===== src/rtl/gpu_pkg.sv =====
// Shared geometry-path types and constants for the vertex homogenizer.
// Provides the Q8.8 coordinate width, the W=1.0 constant, batch size and
// the packed vertex type {x,y,z}.
package gpu_pkg;

    localparam int COORD_W       = 16;
    localparam int VTX_PER_BATCH = 4;

    // Q8.8 representation of 1.0, used for the homogeneous W row.
    localparam logic signed [COORD_W-1:0] W_ONE = 16'sh0100;

    typedef struct packed {
        logic signed [COORD_W-1:0] x;
        logic signed [COORD_W-1:0] y;
        logic signed [COORD_W-1:0] z;
    } vertex_t;

endpackage


===== src/rtl/vtx_bank.sv =====
// One batch bank: 4 columns of {x,y,z} plus the real-vertex count.
// Ports: clk/rst (sync active-low clear), wr_en/wr_idx/close/vtx write side,
//        col[]/count read side (plain registers, no read latency).
module vtx_bank
    import gpu_pkg::*;
(
    input  logic        clk,
    input  logic        rst,
    input  logic        wr_en,
    input  logic [1:0]  wr_idx,
    input  logic        close,
    input  vertex_t     vtx,
    output vertex_t     col [VTX_PER_BATCH],
    output logic [2:0]  count
);

    always_ff @(posedge clk) begin
        if (!rst) begin
            for (int c = 0; c < VTX_PER_BATCH; c++) begin
                col[c] <= '0;
            end
            count <= '0;
        end else if (wr_en) begin
            // The closing vertex is replicated into every remaining column so
            // padded primitives are degenerate rather than garbage.
            for (int c = 0; c < VTX_PER_BATCH; c++) begin
                if (c == int'(wr_idx) || (close && c > int'(wr_idx))) begin
                    col[c] <= vtx;
                end
            end
            if (close) begin
                count <= {1'b0, wr_idx} + 3'd1;
            end
        end
    end

endmodule


===== src/rtl/vertex_homogenizer.sv =====
// Packs a serial (X,Y,Z) stream into column-major 4x4 homogeneous blocks
// (row 4 = W = 1.0) using a ping-pong pair of vtx_bank instances.
// Ports: CLK/rst (sync active-low), in_* vertex input with in_ready,
//        out_valid/out_ready block handshake, out_count, d11..d44 (dRC).
module vertex_homogenizer
    import gpu_pkg::*;
#(
    parameter int                        COORD_W = 16,
    parameter logic signed [COORD_W-1:0] W_ONE   = 16'sh0100
) (
    input  logic                      CLK,
    input  logic                      rst,
    input  logic                      in_valid,
    output logic                      in_ready,
    input  logic signed [COORD_W-1:0] in_x,
    input  logic signed [COORD_W-1:0] in_y,
    input  logic signed [COORD_W-1:0] in_z,
    input  logic                      in_last,
    output logic                      out_valid,
    input  logic                      out_ready,
    output logic [2:0]                out_count,
    output logic signed [COORD_W-1:0] d11, d12, d13, d14,
    output logic signed [COORD_W-1:0] d21, d22, d23, d24,
    output logic signed [COORD_W-1:0] d31, d32, d33, d34,
    output logic signed [COORD_W-1:0] d41, d42, d43, d44
);

    logic        wr_bank;
    logic        rd_bank;
    logic [1:0]  wr_idx;
    logic [1:0]  full;

    logic        accept;
    logic        close;
    logic        pop;
    vertex_t     vtx;

    vertex_t     col0 [VTX_PER_BATCH];
    vertex_t     col1 [VTX_PER_BATCH];
    logic [2:0]  cnt0;
    logic [2:0]  cnt1;

    // Last presented block, so the outputs stay put while nothing is valid
    // even after the presented bank has been reused for new input.
    vertex_t     hold_col [VTX_PER_BATCH];
    logic [2:0]  hold_cnt;
    logic signed [COORD_W-1:0] hold_w;

    vertex_t     show [VTX_PER_BATCH];
    logic signed [COORD_W-1:0] w_out;

    // in_ready depends only on the registered full flag, so a bank being
    // presented can never be overwritten and out_ready has no path here.
    assign in_ready  = !full[wr_bank];
    assign out_valid = full[rd_bank];
    assign accept    = in_valid && in_ready;
    assign close     = accept && (wr_idx == 2'd3 || in_last);
    assign pop       = out_valid && out_ready;
    assign vtx       = '{x: in_x, y: in_y, z: in_z};

    vtx_bank u_bank0 (
        .clk    (CLK),
        .rst    (rst),
        .wr_en  (accept && !wr_bank),
        .wr_idx (wr_idx),
        .close  (close),
        .vtx    (vtx),
        .col    (col0),
        .count  (cnt0)
    );

    vtx_bank u_bank1 (
        .clk    (CLK),
        .rst    (rst),
        .wr_en  (accept && wr_bank),
        .wr_idx (wr_idx),
        .close  (close),
        .vtx    (vtx),
        .col    (col1),
        .count  (cnt1)
    );

    // Close targets wr_bank (not full) and pop targets rd_bank (full), so the
    // two never touch the same flag bit in one cycle.
    always_ff @(posedge CLK) begin
        if (!rst) begin
            wr_bank <= 1'b0;
            rd_bank <= 1'b0;
            wr_idx  <= 2'd0;
            full    <= 2'b00;
        end else begin
            if (accept) begin
                if (close) begin
                    full[wr_bank] <= 1'b1;
                    wr_bank       <= !wr_bank;
                    wr_idx        <= 2'd0;
                end else begin
                    wr_idx <= wr_idx + 2'd1;
                end
            end
            if (pop) begin
                full[rd_bank] <= 1'b0;
                rd_bank       <= !rd_bank;
            end
        end
    end

    always_ff @(posedge CLK) begin
        if (!rst) begin
            for (int c = 0; c < VTX_PER_BATCH; c++) begin
                hold_col[c] <= '0;
            end
            hold_cnt <= '0;
            hold_w   <= '0;
        end else begin
            if (out_valid) begin
                for (int c = 0; c < VTX_PER_BATCH; c++) begin
                    hold_col[c] <= rd_bank ? col1[c] : col0[c];
                end
                hold_cnt <= rd_bank ? cnt1 : cnt0;
            end
            if (accept) begin
                hold_w <= W_ONE;
            end
        end
    end

    always_comb begin
        for (int c = 0; c < VTX_PER_BATCH; c++) begin
            show[c] = hold_col[c];
            if (out_valid) begin
                show[c] = rd_bank ? col1[c] : col0[c];
            end
        end
        out_count = hold_cnt;
        w_out     = hold_w;
        if (out_valid) begin
            out_count = rd_bank ? cnt1 : cnt0;
            w_out     = W_ONE;
        end
    end

    assign d11 = show[0].x;
    assign d12 = show[1].x;
    assign d13 = show[2].x;
    assign d14 = show[3].x;
    assign d21 = show[0].y;
    assign d22 = show[1].y;
    assign d23 = show[2].y;
    assign d24 = show[3].y;
    assign d31 = show[0].z;
    assign d32 = show[1].z;
    assign d33 = show[2].z;
    assign d34 = show[3].z;
    assign d41 = w_out;
    assign d42 = w_out;
    assign d43 = w_out;
    assign d44 = w_out;

endmodule


===== config.mk =====
export PLATFORM = sky130hd
export DESIGN_NAME = vertex_homogenizer
export DESIGN_NICKNAME = d
export VERILOG_FILES = /design/src/rtl/gpu_pkg.sv /design/src/rtl/vtx_bank.sv /design/src/rtl/vertex_homogenizer.sv
export SDC_FILE = /design/constraint.sdc
export NUM_CORES = 1
export LEC_CHECK = 0
export BUFFER_PORTS_ARGS = -buffer_cell sky130_fd_sc_hd__buf_4
export CAP_MARGIN = 0
export CORE_AREA = 2 2 224 226
export DETAILED_ROUTE_END_ITERATION = 10
export DIE_AREA = 0 0 226 228
export GPL_TIMING_DRIVEN = 0
export PLACE_DENSITY = 0.76
export SLEW_MARGIN = 20
export SYNTH_ARGS = -nofsm -noshare
export SYNTH_HDL_FRONTEND = slang
export SYNTH_HIERARCHICAL = 1
export SYNTH_SLANG_ARGS = --single-unit
export TNS_END_PERCENT = 50

===== constraint.sdc =====
create_clock -name CLK -period 5.3 [get_ports CLK]
set_clock_uncertainty 0.2 [all_clocks]
set_input_delay 0.53 -clock CLK [delete_from_list [all_inputs] [get_ports CLK]]
set_output_delay 0.53 -clock CLK [all_outputs]
set_load 0.03 [all_outputs]

# Yosys cells after proc, flatten, opt, wreduce, memory -nomap -nowiden
# Memories as Yosys holds them, arrays and structs flattened.
# Cells that the tools add are included.
# totals
ff_bits,400
mem_bits_rw,192
in_bits,53
output_inout_bits,261
wordCells,114
memories,1
# op_classes
n_addsub,2
n_lt_le_gt_ge,7
eq_ne,4
n_mux,32
bitwise,7
reduce_logical,29
# memory_table
memory,words,width,rd,rd_ports_with_merged_regs,wr,line_no,text
hold_col,4,48,4,0,4,vertex_homogenizer.sv:45,vertex_t hold_col [VTX_PER_BATCH];
# ops
cell,n
48-bit two-way mux,12
2-bit AND reduction,11
1-bit logical AND,10
1-bit two-way mux,10
2-bit two-way mux,5
9-bit two-way mux,1
3-bit two-way mux,2
"2-bit == test, first input constant",2
"2-bit greater-than comparator, first input constant",2
1-bit logical OR,4
"1-bit by 2-bit < comparator with 1-bit output, second input constant",2
1-bit bitwise OR,4
"2-bit by 1-bit adder with 3-bit output, second input constant",1
1-bit zero test,3
"2-bit by 1-bit adder with 2-bit output, second input constant",1
2-bit bitwise AND,1
1-bit demux with 1-bit select,2
"1-bit by 2-bit == test with 1-bit output, first input constant",1
"2-bit == test, second input constant",1
"1-bit greater-or-equal comparator, second input constant",2
"1-bit by 2-bit greater-than comparator with 1-bit output, first input constant",1
2-bit zero test,1
2-bit NOT,1
2-bit bitwise OR,1

# Logic depth before layout (Yosys ltp)
# Gate-level depths: netlist of run 1.
# depth
depth_word,10
ltp_mapped,9
ltp_nobuf,6

# By module
# The synthesis of run 1 kept the hierarchy.
# modules_own_cells
module,instances,cells_each,area_each_um2,seq_area_each_um2
vtx_bank,2,805,7098.1,3903.7
vertex_homogenizer,1,1169,11527.3,5965.7

# Least setup slack after synthesis of run 1
# OpenSTA, ideal clock, no wires.
# synth_timing
path_kind,input -> register
startpoint,input rst
endpoint,"memory hold_col[0][0] (netlist bit), enable pin"
setup_time_ns,1.539
arrival_time_ns,3.915
t_required_ns,3.561
setup_slack_ns,-0.355
cell_stages,2
path_buffers,1
path_cell_list,clkbuf_1 -> nand2_1
# synth_rtl
item,line_no,text
start: declaration,vertex_homogenizer.sv:12,"input logic rst,"
end: declaration,vertex_homogenizer.sv:45,

# Final worst setup path of run 1
# layout_timing
startpoint,register rd_bank
endpoint,output d33[2]
# layout_via
elab_chain_cells,3
elab_cells_between_ends,4
classes_between,mux: 4
# layout_lines
item,line_no,text
start: declaration,vertex_homogenizer.sv:29,logic rd_bank;
start signal: assignment,vertex_homogenizer.sv:103,rd_bank <= !rd_bank;
1-bit two-way mux (implied by the code) (2 in a row),vertex_homogenizer.sv:55,assign out_valid = full[rd_bank];
48-bit two-way mux (*),vertex_homogenizer.sv:131,if (out_valid) begin
end: declaration,vertex_homogenizer.sv:24,"output logic signed [COORD_W-1:0] d31, d32, d33, d34,"
# Every way passes the cells marked *; elsewhere a longest branch is shown, timed or not. The select of a mux whose other input is x is not followed.

==> results.json, run 1 <==
{
  "syn_area_um2": 25700,
  "die_w_um": 226,
  "power_frac_comb_pct": 17.8,
  "grt_start_max_net_pins": 74,
  "synthArstFlopShare_pct": 0,
  "core-area_um2": 49300,
  "wl_per_cell_um": 20.3,
  "intPower_mw": 7.91,
  "power_density_nw_per_um2": 361,
  "p_sw_share_pct": 28.7,
  "grt_pass1_wl_um": 117000,
  "fin_crit_ns": 4.02,
  "grtUsageTotal_pct": 29.7,
  "ios": 314,
  "cp-startpoint": "rd_bank",
  "clock.fmax_ghz": 0.249,
  "synth_fa_ha_area_share_pct": 0.340,
  "cp_max_fo": 10,
  "die_h_um": 228,
  "hold_depth": 3,
  "report.final.slew_viol_count": 0,
  "post_drt_via_cell_ratio": 5.53,
  "rr_worst_depth": 9,
  "synth-seq-cells": 592,
  "cts_setup_buffers": 0,
  "synth_edf_count": 192,
  "ys_types": 34,
  "required_ns": 4.57,
  "dp_hpwl_um": 57600,
  "worstHoldEndpoint": "u_bank1/col[189]",
  "p_seq_share_pct": 44.7,
  "cts_sinks": 592,
  "timing.setup.tns_ns": 0,
  "clk_latency_ns": 0.62,
  "synth_compound_area_share_pct": 8.05,
  "max_stage_delay_ns": 0.51,
  "max_cap_viol_count": 0,
  "drtPass1Iterations": 6,
  "worstMarginPinSlew_ns": 0.691,
  "utilization_pct": 62.3,
  "crit_chain": "buf_2 -> mux2i_2 -> inv_2 -> buf_2 -> buf_2 -> a21oi_1 -> buf_4",
  "yosys.area_share.simple_pct": 16.4,
  "cts_root_buf": "clkbuf_16",
  "postRouteWirelength_um": 79000,
  "synth_top_area_cell": "dfxtp_1",
  "switchingPower_mw": 3.19,
  "hold_slack_ns": 0.0296,
  "num_vias": 21463,
  "path_common_cell": "buf_2",
  "synth_common_cells": "nand2_1 (691), dfxtp_1 (400), mux2i_1 (397), a21oi_1 (393), nor2_1 (388)",
  "drc": 0,
  "irDropWorstVdd_mv": 0.273,
  "reg2reg_from": "wr_idx[1]",
  "worstPathArrival_ns": 3.29,
  "antenna_found_initial": 4,
  "hp-class": "in2reg",
  "nFillCells": 4098,
  "numCtsBuffers": 58,
  "die_area_um2": 51500,
  "htreeDepth": 2,
  "critical_path.slowest_cell": "mux2i_2",
  "cts_buffer_depth": 3,
  "synth_top_family_by_area": "simple AND/OR/NAND/NOR gates",
  "rr_endpoint": "u_bank0/col[33]",
  "synth.avg_cell_area_um2": 9.26,
  "setup_viol": 0,
  "grt-ovfl-total": 0,
  "worst-setup-path-type": "reg2out",
  "worstSetupStartpointType": "register",
  "p_leak_nw": 12.8,
  "synth.area.mux_share_pct": 15.5,
  "port_buffers": 253,
  "synth_flop_cell": "dfxtp_1",
  "synth_top_cell_area_share_pct": 31.1,
  "area_growth_pct": 19.6,
  "synth_xor_area_share_pct": 0,
  "final_hold_viol_count": 0,
  "yosysMostFrequentCell": "nand2_1",
  "dp.cells": 3765,
  "max_slew_margin_pct": 53.9,
  "min_from": "in_x[13]",
  "critPathCaptureType": "output pin",
  "place.gp.congestion": 0.869,
  "status": "finished clean",
  "clock_power_share_pct": 37.4,
  "nets": 3220,
  "synth_warnings": 6,
  "drt-initial-drc-count": 1966,
  "cts_tree": "built",
  "clk_pin_slew_ns": 0.06,
  "stdcell_count": 3881,
  "rows": 82,
  "rsz0062_at_grt": "false",
  "drive_gt1_share_pct": 17.6,
  "reg2reg_slack_ns": 2.49,
  "syn_inst": 2779,
  "ys_top_cells_by_area": "dfxtp_1 (31%), edfxtp_1 (22%), mux2i_1 (15%), nand2_1 (10%), a21oi_1 (7.6%)",
  "yosysSeqAreaShare_pct": 53.5,
  "power_mw": 11.1,
  "start_util_pct": 52.1,
  "grt_pass1_vias": 20598,
  "period_share_pct": 75.9,
  "ant_nets": 0
}
cell usage in the layout, fill, tap and decap left out, drive strengths merged, types with 3 or more instances in the layout:
cell type	n
nor2b	3
dlygate4sd3	7
buf	465
edfxtp	192
nor2	388
and2	5
o21ai	4
nand3	6
dfxtp	400
nand2	691
conb	60
mux2i	398
inv	10
clkbuf	152
ha	7
a21oi	393
clkinv	10
power by group through the flow:
stage | logic, mW | clock network [mW] | registers (mW)
2_1_floorplan | 1.23 | 0 | 5.05
3_3_place_gp | 1.91 | 0 | 5.07
3_5_place_dp | 1.95 | 0 | 5.06
4_1_cts | 1.96 | 4.19 | 4.97
5_1_grt | 2.08 | 4.36 | 4.98
6_report | 1.98 | 4.15 | 4.97
per-stage QoR:
step	setup WS (ns)	instance area [um2]
3_3_place_gp	0.0974	28700
6_report	1.28	30800
3_5_place_dp	2.02	28800
2_1_floorplan	1.59	25900
4_1_cts	1.33	30800
5_1_grt	1.24	30800
worst max path at each step:
| stage | endpoint | slack (ns) | depth (start not counted) |
|---|---|---|---|
| global placement | hold_col[2][0] | 0.1 | 3 |
| global route | d33[2] | 1.24 | 8 |
| detailed placement | d33[2] | 2.02 | 7 |
| CTS | d33[2] | 1.33 | 7 |
| finish | d33[2] | 1.28 | 7 |
| floorplan | hold_col[0][0] | 1.59 | 2 |
routing by layer:
metal | track usage, % | vias up | wire [um]
met3 | 5.37 | 182 | 6990
li1 | - | 9920 | -
met5 | 0 | - | 11
met4 | 13.0 | 2 | 3070
met1 | 38.4 | 10343 | 31100
met2 | 48.7 | 1016 | 37700
timing repair:
action | CTS | global route
gates resized for setup | 0 | 0
hold endpoints to repair | 17 | 0
hold buffers | 7 | 0
state kept, by name, indices dropped and copies added (netlist names), 2 cells and up:
signal	count
hold_col	192
u_bank0/col	192
u_bank1/col	192
hold_cnt	3
u_bank0/count	3
u_bank1/count	3
full	2
wr_idx	2
worst max-delay path, delay by kind of cell, from the launching register on:
kind	cells	cell delay [ns]
buf+inv	5	1.45
mux	1	0.51
flops	1	0.30
compound gates	1	0.40
cell families after synthesis:
group                      after synthesis
muxes                                  398
and+or+nand+nor                       1102
DFF                                    592
AOI/OAI and AO/OA                      404
adders and majority gates                7
other                                    1
buffers and inverters                  275
cell type report:
class                      instances  area, um2  area share (%)
clock inverter                    13       96.3           0.313
clock buffer                      95       1840            5.97
antenna                            1       2.50         0.00813
multi-input combinational       1971      10600            34.5
buffer                           267       1560            5.07
timing repair buffer             262       2020            6.58
inverter                           8       30.0          0.0976
tap                              672        841            2.73
sequential                       592      13800            44.8
Power figures use the tool's default switching activity.
==> inputs of run 2 (changes only) <==
Settings changed: CORE_AREA 2 2 224 226 to 2 2 214 216, DIE_AREA 0 0 226 228 to 0 0 216 218, PLACE_DENSITY 0.76 to 0.79.
Clock period 5.3 ns to 4 ns, I/O delays scaled along.
==> run 2 against run 1 <==
Compared with the run above: via count is 0.85% higher; power increased by 32%; clock-buffer cell count decreased by 2; worst hold slack better by 0.22 ns; non-clock buffer count up 46; sequential power up 32%; cell count is 0.67% lower; global-route usage is 2.9 points higher; cell area is 1.1% higher; die area shrank 8.6%; combinational power is 34% higher; critical path type unchanged.
==> results.json, run 2 (synthesized netlist as in run 1, its figures left out) <==
{
  "status": "finished clean",
  "ios": 314,
  "timing.setup.tns_ns": 0,
  "worstPathArrival_ns": 3.32,
  "start_util_pct": 57.3,
  "period_share_pct": 98.1,
  "drive_gt1_share_pct": 17.4,
  "irDropWorstVdd_mv": 0.449,
  "power_frac_comb_pct": 18.2,
  "cp_max_fo": 10,
  "crit_chain": "buf_2 -> mux2i_2 -> inv_2 -> buf_2 -> buf_2 -> a21oi_1 -> buf_4",
  "max_cap_viol_count": 0,
  "worstMarginPinSlew_ns": 0.709,
  "cts_tree": "built",
  "dp_hpwl_um": 56600,
  "core-area_um2": 44900,
  "num_vias": 21645,
  "grt_start_max_net_pins": 89,
  "reg2reg_from": "wr_idx[1]",
  "path_common_cell": "buf_2",
  "diodes": 0,
  "cts_setup_buffers": 0,
  "setup_viol": 0,
  "clock_power_share_pct": 37.0,
  "clk_pin_slew_ns": 0.06,
  "cts_buffer_depth": 3,
  "grt_pass1_vias": 21332,
  "grtUsageTotal_pct": 32.6,
  "rr_worst_depth": 9,
  "antenna_found_initial": 2,
  "drc": 0,
  "worstHoldEndpoint": "u_bank1/col[185]",
  "intPower_mw": 10.4,
  "final_area_um2": 31100,
  "switchingPower_mw": 4.22,
  "critical_path.slowest_cell": "mux2i_2",
  "power_mw": 14.7,
  "die_h_um": 218,
  "min_from": "u_bank1/col[185]",
  "final_hold_viol_count": 0,
  "hold_depth": 2,
  "grt_pass1_wl_um": 119000,
  "grt-ovfl-total": 0,
  "reg2reg_slack_ns": 1.18,
  "critPathCaptureType": "output pin",
  "p_sw_share_pct": 28.8,
  "p_seq_share_pct": 44.9,
  "rows": 78,
  "htreeDepth": 2,
  "clk_latency_ns": 0.62,
  "p_leak_nw": 13.0,
  "power_density_nw_per_um2": 471,
  "postRouteWirelength_um": 78900,
  "cts_sinks": 592,
  "die_w_um": 216,
  "ant_nets": 0,
  "numCtsBuffers": 58,
  "ctsResizeCount": 0,
  "final_cell_mix": "nand2_1 (690), dfxtp_1 (400), mux2i_1 (397)",
  "rr_endpoint": "u_bank1/col[28]",
  "clock.fmax_ghz": 0.255,
  "placed_cell_area_um2": 28700,
  "nets": 3266,
  "drt-initial-drc-count": 2446,
  "max_stage_delay_ns": 0.52,
  "rsz0062_at_grt": "false",
  "drtPass1Iterations": 7,
  "wl_per_cell_um": 20.5,
  "port_buffers": 253,
  "reg_top3": "hold_col x192, u_bank0/col x192, u_bank1/col x192",
  "report.final.slew_viol_count": 0,
  "area_growth_pct": 20.9,
  "required_ns": 3.40,
  "place.gp.congestion": 0.903,
  "die_area_um2": 47100,
  "ctsHoldBuffers": 53,
  "worstSetupStartpointType": "register",
  "post_drt_via_cell_ratio": 5.61,
  "layout_commonest_cell": "nand2_1",
  "fin_crit_ns": 3.92,
  "cts_root_buf": "clkbuf_16",
  "max_slew_margin_pct": 52.7,
  "hp-class": "reg2reg",
  "worst-setup-path-type": "reg2out"
}
==> run 2: cell types whose count changed in the layout (fill, tap and decap cells not counted), sizes merged <==
cell and change:
diode -1, clkbuf -2, bufinv -1, dlygate4sd3 +46, inv -1, clkinv +5
==> run 2: final cells by class <==
| type | count | area (um2) |
|---|---|---|
| Clock buffer | 93 | 1830 |
| Buffer | 267 | 1560 |
| Clock inverter | 16 | 80.1 |
| Multi-Input combinational cell | 1971 | 10600 |
| Inverter | 8 | 30.0 |
| Tap cell | 600 | 751 |
| Fill cell | 3460 | 13800 |
| Sequential cell | 592 | 13800 |
| Timing Repair Buffer | 308 | 2480 |
==> run 2: stage by stage <==
stage	utilization [%]	instances	hold slack (ns)	setup WS, ns
after floorplan	-	2838	0.236	0.334
after global placement	63.7	3691	0.240	-1.02
after detailed placement	63.9	3693	0.247	0.830
after CTS	69.3	3855	0.255	0.164
after global routing	69.3	3855	0.267	0.0482
final	69.3	3855	0.254	0.0774
==> run 2: power by group through the flow <==
stage          clock [mW]  sequential (mW)  combinational (mW)
4_1_cts              5.45             6.58                2.63
2_1_floorplan           0             6.69                1.62
3_3_place_gp            0             6.72                2.52
3_5_place_dp            0             6.71                2.57
5_1_grt              5.69             6.60                2.79
6_report             5.42             6.58                2.66
==> run 2: how the worst max path moves through the flow <==
stage / startpoint / end / slack, ns / cells after the start
final: rd_bank / d33[2] / 0.08 / 7
after global routing: rd_bank / d33[2] / 0.05 / 7
after CTS: rd_bank / d33[2] / 0.16 / 7
after detailed placement: rd_bank / d33[2] / 0.83 / 7
after global placement: rd_bank / hold_col[3][30] / -1.02 / 3
after floorplan: rd_bank / hold_col[0][0] / 0.33 / 3
==> run 2: critical path, delay by kind of cell, from the launching register on <==
family	cells	cell delay (ns)
buffers and inverters	5	1.43
multiplexers	1	0.52
AO/OA/AOI/OAI	1	0.42
flip-flops	1	0.31
==> run 2: layer usage <==
layer,up-vias,share of wire (%),track usage [%]
li1,10004,-,-
met1,10304,39,41.3
met2,1130,47,54.2
met3,203,9.8,5.96
met4,4,4.4,15.5
met5,-,0.030,0
